==> config.mk <==
export PLATFORM = sky130hd
export DESIGN_NAME = fv_ct_combine_flat
export DESIGN_NICKNAME = d
export VERILOG_FILES = /design/src/rtl/fv_ct_combine_if.sv /design/src/rtl/fv_ct_combine.sv /design/src/flat_wrapper.sv
export SDC_FILE = /design/constraint.sdc
export NUM_CORES = 1
export LEC_CHECK = 0
export ABC_AREA = 0
export BUFFER_PORTS_ARGS = -buffer_cell sky130_fd_sc_hd__clkbuf_2
export CAP_MARGIN = 25
export CELL_PAD_IN_SITES_DETAIL_PLACEMENT = 1
export CELL_PAD_IN_SITES_GLOBAL_PLACEMENT = 1
export CORE_MARGIN = 2
export CORE_UTILIZATION = 45
export DETAILED_ROUTE_END_ITERATION = 16
export GPL_ROUTABILITY_DRIVEN = 1
export GPL_TIMING_DRIVEN = 0
export PLACE_DENSITY = 0.92
export SLEW_MARGIN = 20
export SYNTH_ARGS = -nofsm -noshare
export SYNTH_HDL_FRONTEND = slang
export SYNTH_SLANG_ARGS = --single-unit
export TNS_END_PERCENT = 1
==> constraint.sdc <==
create_clock -name clk -period 3.15 [get_ports clk]
set_input_delay 0.4725 -clock clk [delete_from_list [all_inputs] [get_ports clk]]
set_output_delay 0.4725 -clock clk [all_outputs]
set_load 0.01 [all_outputs]
==> src/rtl/fv_ct_combine_if.sv <==
// ============================================================================
//  Module   : axis_if
//  Purpose  : Minimal AXI-stream style bundle (data, vld, rdy, last) used for
//             the product, error, plaintext and ciphertext coefficient streams.
//  Revision : 1.0 - initial release
// ============================================================================
`default_nettype none

interface axis_if #(
    parameter int W = 8
);
    logic [W-1:0] data;
    logic         vld;
    logic         rdy;
    logic         last;

    // Source side drives payload and valid, sink side drives ready
    modport master (output data, output vld, output last, input  rdy);
    modport slave  (input  data, input  vld, input  last, output rdy);
endinterface

`default_nettype wire

==> src/rtl/fv_ct_combine.sv <==
// ============================================================================
//  Module   : fv_ct_combine
//  Purpose  : FV ciphertext combine stage. Computes c = z + e + delta*m
//             mod 2^QW per coefficient (delta = 2^(QW-TW)), enforces
//             N-beat polynomial framing, buffers two output beats against
//             backpressure and drains between polynomials.
//  Revision : 1.0 - initial release
// ============================================================================
`default_nettype none

module fv_ct_combine #(
    parameter int N  = 16,
    parameter int QW = 64,
    parameter int TW = 1,
    parameter int EW = 4
) (
    input  wire logic clk,
    input  wire logic a_rst_n,
    axis_if.slave     z,
    axis_if.slave     e,
    axis_if.slave     m,
    axis_if.master    c,
    output logic      len_err,
    output logic      done
);

    localparam int            CW          = $clog2(N);
    localparam logic [CW-1:0] C_LAST_BEAT = CW'(N - 1);

    localparam logic [1:0] ST_RESET  = 2'd0;
    localparam logic [1:0] ST_STREAM = 2'd1;
    localparam logic [1:0] ST_DRAIN  = 2'd2;

    logic [1:0]    state_q, state_d;
    logic [CW-1:0] cnt_q, cnt_d;
    logic [1:0]    buf_cnt_q;
    logic [QW-1:0] data0_q, data1_q;
    logic          last0_q, last1_q;
    logic          len_err_q, done_q;

    logic          w_rdy;
    logic          w_accept;
    logic          w_pop;
    logic          w_cvld;
    logic          w_at_end;
    logic          w_any_last;
    logic          w_final;
    logic          w_exact;
    logic [QW-1:0] w_e_ext;
    logic [QW-1:0] w_m_ext;
    logic [QW-1:0] w_sum;

    // Input ready depends only on registered state so it never combinationally
    // follows the input valids or the output ready.
    assign w_rdy    = (state_q == ST_STREAM) && (buf_cnt_q < 2'd2);
    assign w_accept = w_rdy && z.vld && e.vld && m.vld;
    assign w_cvld   = (buf_cnt_q != 2'd0);
    assign w_pop    = w_cvld && c.rdy;

    // Any stream flagging last closes the polynomial; only a clean close at
    // beat N-1 with all three lasts set is error-free.
    assign w_at_end   = (cnt_q == C_LAST_BEAT);
    assign w_any_last = z.last || e.last || m.last;
    assign w_final    = w_at_end || w_any_last;
    assign w_exact    = w_at_end && z.last && e.last && m.last;

    // Error is signed and sign-extended; plaintext lands in the top TW bits.
    assign w_e_ext = QW'($signed(e.data));
    assign w_m_ext = QW'(m.data) << (QW - TW);
    assign w_sum   = z.data + w_e_ext + w_m_ext;

    assign z.rdy   = w_rdy;
    assign e.rdy   = w_rdy;
    assign m.rdy   = w_rdy;
    assign c.data  = data0_q;
    assign c.vld   = w_cvld;
    assign c.last  = last0_q && w_cvld;
    assign len_err = len_err_q;
    assign done    = done_q;

    // Next-state and beat counter: framing closes on the final beat and the
    // block waits in drain until that beat leaves on c.
    always_comb begin
        state_d = state_q;
        cnt_d   = cnt_q;
        case (state_q)
            ST_RESET: begin
                state_d = ST_STREAM;
            end
            ST_STREAM: begin
                if (w_accept) begin
                    if (w_final) begin
                        cnt_d   = '0;
                        state_d = ST_DRAIN;
                    end else begin
                        cnt_d = cnt_q + CW'(1);
                    end
                end
            end
            ST_DRAIN: begin
                if (w_pop && last0_q) begin
                    state_d = ST_STREAM;
                end
            end
            default: begin
                state_d = ST_RESET;
            end
        endcase
    end

    // State, counter and the two one-cycle status pulses.
    always_ff @(posedge clk or negedge a_rst_n) begin
        if (!a_rst_n) begin
            state_q   <= ST_RESET;
            cnt_q     <= '0;
            len_err_q <= 1'b0;
            done_q    <= 1'b0;
        end else begin
            state_q   <= state_d;
            cnt_q     <= cnt_d;
            len_err_q <= w_accept && w_final && !w_exact;
            done_q    <= (state_q == ST_DRAIN) && w_pop && last0_q;
        end
    end

    // Two-entry output FIFO; entry 0 is the head presented on c.
    always_ff @(posedge clk or negedge a_rst_n) begin
        if (!a_rst_n) begin
            buf_cnt_q <= 2'd0;
            data0_q   <= '0;
            data1_q   <= '0;
            last0_q   <= 1'b0;
            last1_q   <= 1'b0;
        end else begin
            case ({w_accept, w_pop})
                2'b10: begin
                    if (buf_cnt_q == 2'd0) begin
                        data0_q <= w_sum;
                        last0_q <= w_final;
                    end else begin
                        data1_q <= w_sum;
                        last1_q <= w_final;
                    end
                    buf_cnt_q <= buf_cnt_q + 2'd1;
                end
                2'b01: begin
                    data0_q   <= data1_q;
                    last0_q   <= last1_q;
                    buf_cnt_q <= buf_cnt_q - 2'd1;
                end
                2'b11: begin
                    if (buf_cnt_q == 2'd2) begin
                        data0_q <= data1_q;
                        last0_q <= last1_q;
                        data1_q <= w_sum;
                        last1_q <= w_final;
                    end else begin
                        data0_q <= w_sum;
                        last0_q <= w_final;
                    end
                end
                default: begin
                end
            endcase
        end
    end

endmodule

`default_nettype wire

==> src/flat_wrapper.sv <==
// flat-port wrapper written by rule: the top's interface ports become plain ports
module fv_ct_combine_flat 
#(
    parameter int N  = 16,
    parameter int QW = 64,
    parameter int TW = 1,
    parameter int EW = 4
)
  (clk, a_rst_n, len_err, done, z_data, z_vld, z_last, z_rdy, e_data, e_vld, e_last, e_rdy, m_data, m_vld, m_last, m_rdy, c_data, c_vld, c_last, c_rdy);
  axis_if #(.W(64)) z_i ();
  axis_if #(.W(4)) e_i ();
  axis_if #(.W(1)) m_i ();
  axis_if #(.W(64)) c_i ();
  input  wire logic clk;
  input  wire logic a_rst_n;
  output logic len_err;
  output logic done;
  input wire logic [$bits(z_i.data)-1:0] z_data;
  input wire logic [$bits(z_i.vld)-1:0] z_vld;
  input wire logic [$bits(z_i.last)-1:0] z_last;
  output wire logic [$bits(z_i.rdy)-1:0] z_rdy;
  input wire logic [$bits(e_i.data)-1:0] e_data;
  input wire logic [$bits(e_i.vld)-1:0] e_vld;
  input wire logic [$bits(e_i.last)-1:0] e_last;
  output wire logic [$bits(e_i.rdy)-1:0] e_rdy;
  input wire logic [$bits(m_i.data)-1:0] m_data;
  input wire logic [$bits(m_i.vld)-1:0] m_vld;
  input wire logic [$bits(m_i.last)-1:0] m_last;
  output wire logic [$bits(m_i.rdy)-1:0] m_rdy;
  output wire logic [$bits(c_i.data)-1:0] c_data;
  output wire logic [$bits(c_i.vld)-1:0] c_vld;
  output wire logic [$bits(c_i.last)-1:0] c_last;
  input wire logic [$bits(c_i.rdy)-1:0] c_rdy;
  assign z_i.data = z_data;
  assign z_i.vld = z_vld;
  assign z_i.last = z_last;
  assign z_rdy = z_i.rdy;
  assign e_i.data = e_data;
  assign e_i.vld = e_vld;
  assign e_i.last = e_last;
  assign e_rdy = e_i.rdy;
  assign m_i.data = m_data;
  assign m_i.vld = m_vld;
  assign m_i.last = m_last;
  assign m_rdy = m_i.rdy;
  assign c_data = c_i.data;
  assign c_vld = c_i.vld;
  assign c_last = c_i.last;
  assign c_i.rdy = c_rdy;
  fv_ct_combine #(.N(N), .QW(QW), .TW(TW), .EW(EW)) u_core (.clk(clk), .a_rst_n(a_rst_n), .z(z_i), .e(e_i), .m(m_i), .c(c_i), .len_err(len_err), .done(done));
endmodule
### Word-level counts from Yosys, hierarchy flattened

Index checks and enable logic that the tools add are counted.

| word-level totals | value |
|---|---|
| register bits | 140 |
| input bits | 78 |
| word-level logic and storage cells | 74 |

| cells by class | value |
|---|---|
| add/subtract/negate cells | 5 |
| magnitude comparators | 1 |
| eq/ne operators | 13 |
| multiplexer cells | 18 |
| reductions and logical operators | 28 |

Operators with widths:

| cell | count |
|---|---|
| $mux 64 | 4 |
| $pmux 64 s3 | 1 |
| $add 64x64->64 | 2 |
| $pmux 64 s2 | 1 |
| $logic_and 1x1->1 | 14 |
| $ne 2x1->1 const B | 5 |
| $eq 2x2->1 const B | 4 |
| $mux 2 | 3 |
| $pmux 2 s3 | 1 |
| $reduce_and 3->1 | 2 |
| $reduce_bool 2->1 | 3 |
| $add 4x1->4 const B | 1 |
| $eq 2x1->1 const B | 2 |
| $eq 4x4->1 const B | 1 |
| $logic_not 2->1 | 2 |
| $mux 1 | 4 |
| $mux 4 | 1 |
| $pmux 2 s2 | 1 |
| $reduce_and 2->1 | 2 |
| $logic_or 1x1->1 | 3 |
| $pmux 1 s3 | 1 |
| $reduce_bool 3->1 | 1 |
| $add 2x1->2 const B | 1 |
| $lt 2x2->1 const B | 1 |
| 4 further kinds | 4 |

### Longest topological paths before layout

Gate-level depths: netlist of the first run.

| logic depth | value |
|---|---|
| word-level depth | 8 |
| mapped depth | 14 |

### Worst setup path after synthesis of the first run

Ideal clock, no wire load.

| timing path | value |
|---|---|
| path type | input-to-reg |
| from | input port e_data[1] |
| to | register u_core.data1_q[61] |
| library setup time | 0.125 ns |
| arrival time | 3.244 ns |
| setup slack | -0.219 ns |
| stages on the path | 14 |
| cells stage by stage | ha_1 ha_1 inv_1 fa_1 nor2b_1 o211ai_1 a211oi_1 nor3b_2 o21ai_2 a41oi_2 o41ai_4 a41o_1 xor2_1 mux2_2 |

| between the ends | value |
|---|---|
| longest elaborated chain between the ends | 4 |
| elaborated cells between the ends (all ways) | 5 |
| those cells by class | 2 x add/sub; 3 x mux |

Ends and longest elaborated chain:

| item | line | RTL |
|---|---|---|
| from (decl) | flat_wrapper.sv:22 | `input wire logic [$bits(e_i.data)-1:0] e_data;` |
| $add 64x64->64 (*) (2 in series) | fv_ct_combine.sv:70 | `assign w_sum = z.data + w_e_ext + w_m_ext;` |
| $mux 64, on equally long branches | fv_ct_combine.sv:152, fv_ct_combine.sv:137 |  |
| $pmux 64 s2 (*) | fv_ct_combine.sv:135 | `case ({w_accept, w_pop})` |
| to (signal assigned) | fv_ct_combine.sv:141 | `data1_q <= w_sum;` |
| to (signal assigned) | fv_ct_combine.sv:155 | `data1_q <= w_sum;` |
| to (decl) | fv_ct_combine.sv:37 | `logic [QW-1:0] data0_q, data1_q;` |

Every way passes the cells marked *; elsewhere a longest branch is shown, timed or not. The select of a mux whose other input is x is not followed.
A chain may end at the register's enable or synchronous reset.

### Worst setup path in the final report of the first run

| timing path | value |
|---|---|
| from | input port e_data[3] |
| to | register u_core.data0_q[54] (netlist: u_core.c.data[54]) |

| between the ends | value |
|---|---|
| longest elaborated chain between the ends | 4 |
| elaborated cells between the ends (all ways) | 5 |
| those cells by class | 2 x add/sub; 3 x mux |

Ends and longest elaborated chain:

| item | line | RTL |
|---|---|---|
| $add 64x64->64 (*) (2 in series) | fv_ct_combine.sv:70 |  |
| $mux 64, on equally long branches | fv_ct_combine.sv:152, fv_ct_combine.sv:137 |  |
| $pmux 64 s3 (*) | fv_ct_combine.sv:135 |  |
| to (signal assigned) | fv_ct_combine.sv:138 | `data0_q <= w_sum;` |
| to (signal assigned) | fv_ct_combine.sv:153 | `data0_q <= data1_q;` |
| to (signal assigned) | fv_ct_combine.sv:158 | `data0_q <= w_sum;` |
| to (decl) | fv_ct_combine.sv:37 |  |

Marked as above.

==> metrics.cfg, run 1 <==
[synth]
synth_area_mm2=0.0100
synth_top_family_by_area=compound AO/OA/AOI/OAI gates
synth_nets=1286
synth_edf_count=0
synth-seq-cells=140
synthCells=1078
async_reset_ff_frac=1.00
synth.distinct_cells=75
ys.flop_type=dfrtp_1
synth-simple-area-share=0.121
synthXorXnorAreaFrac=0.0567
seq_area_frac_synth=0.349
synth.area.mux_share=0.0258
synth_fa_ha_area_frac=0.163
synth_compound_area_frac=0.255
synth_warnings=0
synth.avg_cell_area_um2=9.31

[clock_network]
cts.root.buffer_cell=clkbuf_16
clk_path_buf_depth=2
cts_sinks=140
cts_tree=built
cts_buffers=17
htree_levels=4
clock_latency_ns=0.46
path_clk_slew_ns=0.07

[global_routing]
grt_util_met1=0.391
antenna_found_initial=0
met2_usage=0.552
grt_max_degree=86
grt_overflow=0
grt_pass1_wl_um=60400
grt_most_used_layer=met2
grt_pass1_vias=10756
use_met3=0.0556
track_usage=0.327

[floorplan]
dieArea_mm2=0.0235
core_mm2=0.0218
initial_utilization=0.460
die_y_um=153
num_rows=54
dieWidth_um=153
io_pins=149

[cells_and_area]
instances_no_fill=1556
drive_gt1_frac=0.264
layout_commonest_cell=clkbuf_2
final_cell_mix=159 x clkbuf_2, 140 x dfrtp_1, 132 x nand2_1
num_antenna_cells=0
fin_nets=1471
syn_to_final_growth_pct=24.1

[timing]
fmax_mhz=275
period_needed_ns=3.63
grt_setup_unrepaired=yes
worst_slack_ns=-0.483
clock_skew_ns=0.0176
final_hold_viol_count=0
slew_headroom=0.434
worstMarginPinSlew_ns=0.842
period_share=1.15
drv_slew=0
setup_violations=53

[routing]
drtIter0Drc=973
antenna_left=0
drc_errors=0
viasPerCell=6.63
dr.pass1.iters=5
routed_wl_um=41900
num_vias=10315
wl_per_cell_um=26.9

[placement]
hpwl_um=24600
dp.cells=1507
dp_slack_ns=-1.54
gp_congestion=0.915
port_buffers=148

[min_path]
hold_path.class=in2async

[flow_run]
cap_violations=0

[power]
power.density_mw_per_mm2=796
p_leak_nw=5.96
irDropWorstVdd_v=0.000559

[run_status]
status=finished with violations
violations=negative setup slack

[critical_path]
critPathRequiredTime_ns=3.48
worst-setup-path-type=in2reg
endpoint_kind=flip-flop
start_kind=input port
critPathMaxFanout=31
crit_arrival_ns=3.96

[critical path, stage by stage]
cell and delay (ns):
clkbuf_16 0.19, ha_1 0.37, ha_4 0.35, nand2_1 0.07
o21ai_0 0.27, a311o_2 0.28, or4b_4 0.53, a211oi_4 0.37
a22oi_2 0.18, o21ai_2 0.22, xor2_1 0.16, a221oi_2 0.37
nor2_1 0.09
[per-stage QoR]
stage | instance area (µm²) | utilization | setup TNS [ns] | hold slack [ns] | total power, W
after global routing | 12500 | 0.571 | -19.11 | 0.139 | 0.0103
after global placement | 11100 | 0.510 | -229.87 | 0.439 | 0.00648
final | 12500 | 0.571 | -11.90 | 0.0533 | 0.00992
after CTS | 12200 | 0.559 | -8.67 | 0.126 | 0.00940
after detailed placement | 11200 | 0.512 | -110.35 | 0.464 | 0.00678
after floorplan | 10000 | - | -0.707 | 0.177 | 0.00529
[cells in the mapped netlist, types with 13 or more instances]
cell type,number,area [µm²]
dfrtp_1,140,3500
nand2_1,134,503
ha_1,129,1610
o21ai_0,106,531
a21oi_1,78,390
a22oi_1,47,353
clkbuf_1,45,169
nor2_1,41,154
xnor2_1,37,324
a21o_1,35,263
xor2_1,28,245
mux2_2,23,259
nand3_1,18,90.1
inv_1,16,60.1
nand4_1,14,87.6
nor3_1,13,65.1
[per-layer routing]
| layer | wire [µm] | vias to the layer above |
|---|---|---|
| met4 | 2470 | 0 |
| met5 | 0 | - |
| met2 | 20300 | 687 |
| met1 | 15800 | 5069 |
| met3 | 3320 | 205 |
| li1 | - | 4354 |
[area by class of cell]
class / instances / area, µm²
fill: 2472 / 9370
multi-input combinational: 865 / 6680
sequential: 140 / 3500
timing repair buffer: 167 / 953
clock buffer: 19 / 443
tap: 280 / 350
buffer: 56 / 254
clock inverter: 13 / 214
inverter: 16 / 60.1
[final timing paths]
kind	startpoint	endpoint	slack (ns)	cells past startpoint
worst max-delay path	e_data[3]	u_core.c.data[54]	-0.48	13
worst min-delay path	a_rst_n	u_core.c.data[21]	0.05	1
worst min register to register	u_core.data1_q[35]	u_core.c.data[35]	0.49	2
max in group asynchronous	a_rst_n	u_core.data1_q[62]	2.32	2
min in group clk	e_last	u_core.len_err	0.38	4
worst max register to register	u_core.buf_cnt_q[0]	u_core.c.data[5]	-0.17	10
[cells by family (layout without fill, tap and decap cells)]
logic type	after synthesis	in the layout
AOI/OAI and AO/OA	382	382
and+or+nand+nor	265	265
DFF	140	140
adders and majority gates	130	130
buffers and inverters	73	271
xor gates and xnor gates	65	65
muxes	23	23
[power by group]
group | switching, W | leakage [nW] | internal, W
sequential | 0.000740 | 1.75 | 0.00260
clock | 0.000918 | 0.314 | 0.00143
combinational | 0.00265 | 3.89 | 0.00157
[what timing repair did]
item / in CTS / in global routing
pin swaps: 23 / 21
hold buffers: 0 / 0
endpoints found under the setup margin: 126 / 124
resized for setup: 56 / 46
buffers inserted: 10 / 7
cloned: 1 / 0
[flip-flops by register name (all words and copies together) (netlist names)]
name and flops:
u_core.cnt_q 4, u_core.done 1, u_core.last0_q 1, u_core.buf_cnt_q 2
u_core.len_err 1, u_core.last1_q 1, u_core.c.data 64, u_core.state_q 2
u_core.data1_q 64
Note: power is estimated with default switching activity, not from simulation.
==> run 2, diff against run 1 <==
- CORE_MARGIN: 2 -> unset
==> run 2 against run 1 <==
  * Largest power group unchanged
  * Register-to-register slack improved by 0.04 ns
  * The flow still finishes with violations (negative setup slack)
  * Clock skew fell by 0.0027 ns
  * Via count rose by 3.3%
  * Highest routed layer unchanged
==> metrics.cfg, run 2 (same netlist as run 1, synthesis figures left out) <==
[run_status]
status=finished with violations
violations=negative setup slack

[floorplan]
die_y_um=151
num_rows=54
dieWidth_um=151
dieArea_mm2=0.0229
initial_utilization=0.460
io_pins=149
core_mm2=0.0218

[critical_path]
start_kind=input port
path_common_cell=ha_1
worst-setup-path-type=in2reg
cpPeakStageDelay_ns=0.45
endpoint_kind=flip-flop
crit_path_top_delay_cell=ha_1
critPathRequiredTime_ns=3.49
crit_family=compound AO/OA/AOI/OAI gates
path_cells=clkbuf_16 > ha_1 > ha_1 > a21oi_1 > o22ai_2 > a22o_1 > a211o_4 > o21ai_4 > o221ai_4 > a21boi_4 > o21ai_1 > xnor2_1 > buf_4 > a211oi_1
r2r_slack_ns=-0.13
critPathMaxFanout=14
crit_arrival_ns=3.93
path_buf_inv=2

[power]
power.density_mw_per_mm2=769
power_frac_comb=0.446
p_clk_frac=0.215
irDropWorstVdd_v=0.000436
cell_internal_pwr_w=0.00553
netSwitchingFraction=0.440
power.switching_w=0.00434
p_leak_nw=6.11
seq_power_share=0.339

[placement]
gp_congestion=0.874
port_buffers=148
hpwl_um=24600
dp.cells=1508
dpl_cell_area_mm2=0.0112

[global_routing]
grt_max_degree=76
grt_pass1_wl_um=60000
antenna_found_initial=0
track_usage=0.348
grt_overflow=0
grt_pass1_vias=10751

[clock_network]
clock_latency_ns=0.45
path_clk_slew_ns=0.07
cts_tree=built
cts_buffers=17
cts_sinks=140
hold_buffers=0
htree_levels=4
cts.root.buffer_cell=clkbuf_16
clk_path_buf_depth=2

[routing]
drtIter0Drc=1141
wl_per_cell_um=27.9
viasPerCell=6.80
antenna_left=0
num_vias=10659
routed_wl_um=43700
drc_errors=0
dr.pass1.iters=5

[cells_and_area]
final_cell_mix=157 x clkbuf_2, 140 x dfrtp_1, 131 x nand2_1
final_util=0.588
layout_commonest_cell=clkbuf_2
drive_gt1_frac=0.290
num_antenna_cells=0
syn_to_final_growth_pct=27.9
instances_no_fill=1568
fin_nets=1484
design_area_mm2=0.0128

[flow_run]
cap_violations=0

[timing]
period_needed_ns=3.59
slew_headroom=0.430
final_hold_viol_count=0
drv_slew=0
worst_slack_ns=-0.443
grt_setup_unrepaired=yes
clock_skew_ns=0.0149
worstMarginPinSlew_ns=0.849
setup_violations=66
fmax_mhz=278
period_share=1.14

[min_path]
hold_path.class=in2async

## run 2: cell count changes in the layout (fill, tap and decap cells not counted), sizes merged
cell      change
clkbuf        -1
bufinv        -2
inv           -2
clkinvlp      +1
buf          +13
bufbuf        +2
clkinv        +1
## run 2: worst paths after layout
| kind | startpoint | endpoint | cells after the start |
|---|---|---|---|
| worst min register to register | u_core.data1_q[3] | u_core.data1_q[3] | 2 |
| min in group clk | e_last | u_core.len_err | 4 |
| worst max-delay path | e_data[3] | u_core.c.data[49] | 14 |
| max in group asynchronous | a_rst_n | u_core.c.data[51] | 2 |
| worst min-delay path | a_rst_n | u_core.c.data[20] | 1 |
| worst max register to register | u_core.buf_cnt_q[0] | u_core.c.data[38] | 9 |
## run 2: routing by layer
layer | vias to the layer above | track usage | part of all wire
li1 | 4399 | - | -
met1 | 5249 | 0.410 | 0.37
met2 | 751 | 0.596 | 0.47
met3 | 260 | 0.0536 | 0.081
met4 | 0 | 0.209 | 0.076
met5 | - | 0 | 0
## run 2: power by group through the flow
stage	clock, W	combinational [W]	sequential, W
floorplan	0	0.00215	0.00314
global placement	0	0.00334	0.00313
detailed placement	0	0.00358	0.00320
finish	0.00212	0.00440	0.00334
CTS	0.00205	0.00390	0.00320
global route	0.00216	0.00468	0.00335
## run 2: final cells by class
| class | count | area, µm² |
|---|---|---|
| Fill cell | 2425 | 8990 |
| Multi-Input combinational cell | 865 | 6930 |
| Sequential cell | 140 | 3500 |
| Timing Repair Buffer | 184 | 1140 |
| Clock buffer | 20 | 447 |
| Tap cell | 280 | 350 |
| Buffer | 52 | 250 |
| Clock inverter | 11 | 145 |
| Inverter | 16 | 60.1 |
## run 2: repair_timing
item                                    in CTS  in global routing
setup buffers                               21                 10
gates cloned                                 3                  0
endpoints found under the hold margin        0                  0
endpoints found under the setup margin     125                115
pin swaps                                   39                 26
gates resized for setup                    101                 56
## run 2: metrics by stage
| stage | setup WS (ns) | hold slack, ns | power, W | setup TNS (ns) |
|---|---|---|---|---|
| after floorplan | -0.144 | 0.177 | 0.00529 | -0.707 |
| after detailed placement | -1.22 | 0.455 | 0.00678 | -79.12 |
| after CTS | -0.238 | 0.0525 | 0.00916 | -4.51 |
| after global placement | -1.89 | 0.440 | 0.00648 | -232.47 |
| final | -0.443 | 0.0336 | 0.00986 | -14.29 |
| after global routing | -0.487 | 0.0738 | 0.0102 | -21.59 |
==> run 3, diff against run 2 <==
- CAP_MARGIN: 25 -> unset
- RECOVER_POWER: unset -> 25
==> run 3 against run 2 <==
  * The flow finishes with violations (max-capacitance violations, max-slew violations, negative setup slack)
  * Sequential power barely moved
  * Clock skew down 0.0027 ns
  * Fmax fell by 0.59%
  * Final area shrank 0.22%
  * Clock-buffer cell count did not move
  * Total power fell by 0.16%
  * Largest cell class unchanged
  * Flip-flop and latch count unchanged
  * Clock power about the same
  * Sequential share of layout area is 0.061 points higher
  * Routed wire length fell by 0.42%
  * Setup slack worse by 0.021 ns
  * Critical path depth stayed put
==> metrics.cfg, run 3 (same netlist as run 1, synthesis figures left out) <==
[cells_and_area]
fin_nets=1484
final_util=0.587
num_antenna_cells=0
drive_gt1_frac=0.290
instances_no_fill=1568
layout_commonest_cell=clkbuf_2
final_cell_mix=158 x clkbuf_2, 140 x dfrtp_1, 131 x nand2_1
syn_to_final_growth_pct=27.6

[timing]
period_share=1.15
period_needed_ns=3.61
setup_violations=65
worstMarginPinSlew_ns=1.73
clock_skew_ns=0.0122
worst_slack_ns=-0.464
fmax_mhz=277
drv_slew=67
slew_headroom=-0.154
final_hold_viol_count=0
grt_setup_unrepaired=yes

[routing]
viasPerCell=6.79
antenna_left=0
routed_wl_um=43600
drc_errors=0
wl_per_cell_um=27.8
dr.pass1.iters=5
drtIter0Drc=1111
num_vias=10651

[critical_path]
r2r_slack_ns=-0.17
r2r_start=u_core.buf_cnt_q[0]
endpoint_kind=flip-flop
start_kind=input port
reg2reg_depth=9
r2r-end=u_core.c.data[38]
crit_arrival_ns=3.96
critPathRequiredTime_ns=3.49
worst-setup-path-type=in2reg
critPathMaxFanout=14

[placement]
hpwl_um=24600
dp.cells=1508
gp_congestion=0.874
port_buffers=148

[min_path]
hold_path_end=u_core.len_err
hold_depth=4
min-delay-start=e_last
hold_path.class=in2reg

[clock_network]
path_clk_slew_ns=0.06
cts.root.buffer_cell=clkbuf_16
cts_buffers=17
clock_latency_ns=0.45
htree_levels=4
clk_path_buf_depth=2
cts_tree=built
cts_sinks=140
hold_buffers=0

[flow_run]
cap_violations=1

[power]
p_leak_nw=6.10
power.density_mw_per_mm2=769
irDropWorstVdd_v=0.000438

[floorplan]
io_pins=149
dieArea_mm2=0.0229
dieWidth_um=151
num_rows=54
initial_utilization=0.460
core_mm2=0.0218
die_y_um=151

[global_routing]
grt_pass1_vias=10751
track_usage=0.348
grt_max_degree=76
grt_pass1_wl_um=60000
antenna_found_initial=0
grt_overflow=0

[run_status]
violations=max-capacitance violations, max-slew violations, negative setup slack
status=finished with violations

-- run 3: changes by cell type in the layout (fill, tap and decap cells not counted), sizes merged --
cell / change
clkbuf: +1
buf: -1
-- run 3: layer usage --
metal	global-route usage	up-vias	wire [µm]
met5	0	-	0
met1	0.410	5292	15900
li1	-	4392	-
met3	0.0536	243	3590
met2	0.596	724	20900
met4	0.209	0	3120
-- run 3: layout make-up --
cell class              count  area [µm²]
clock buffers              20         447
repair buffers            184        1110
plain buffers              52         250
multi-input cells         865        6930
inverters                  16        60.1
flip-flops and latches    140        3500
fillers                  2428        9020
clock inverters            11         145
well taps                 280         350
-- run 3: power breakdown --
group / internal (W) / switching, W / total (W)
sequential: 0.00260 / 0.000739 / 0.00334
clock: 0.00126 / 0.000864 / 0.00212
combinational: 0.00166 / 0.00272 / 0.00439
total: 0.00552 / 0.00433 / 0.00985
-- run 3: worst max-delay path by stage --
stage / start / to / slack [ns] / cells past startpoint
after floorplan: e_data[1] / u_core.data1_q[61] / -0.14 / 14
after global placement: e_data[3] / u_core.data1_q[49] / -1.89 / 13
after detailed placement: e_data[3] / u_core.data1_q[49] / -1.22 / 13
after CTS: e_data[3] / u_core.data1_q[61] / -0.24 / 12
after global routing: e_data[3] / u_core.c.data[54] / -0.49 / 14
final: e_data[3] / u_core.c.data[49] / -0.46 / 14
-- run 3: stage by stage --
step	worst slack [ns]	setup TNS, ns	area (µm²)	hold slack (ns)	power, W
detailed placement	-1.22	-79.12	11200	0.455	0.00678
CTS	-0.238	-4.51	12500	0.0525	0.00916
global route	-0.487	-21.59	12800	0.433	0.0102
global placement	-1.89	-232.47	11100	0.440	0.00648
floorplan	-0.144	-0.707	10000	0.177	0.00529
finish	-0.464	-14.69	12800	0.411	0.00985
-- run 3: repair_timing --
item	in CTS	in global routing
pin swaps	39	26
setup endpoints to repair	125	115
setup buffers	21	10
cloned	3	0
resized for setup	101	56
-- run 3: worst max-delay path: stages --
cell,delay [ns]
clkbuf_16,0.18
ha_1,0.35
ha_1,0.44
a21oi_1,0.28
o22ai_2,0.18
a22o_1,0.31
a211o_4,0.38
o21ai_4,0.22
o221ai_4,0.18
a21boi_4,0.28
o21ai_1,0.14
xnor2_1,0.15
buf_4,0.17
a211oi_1,0.21
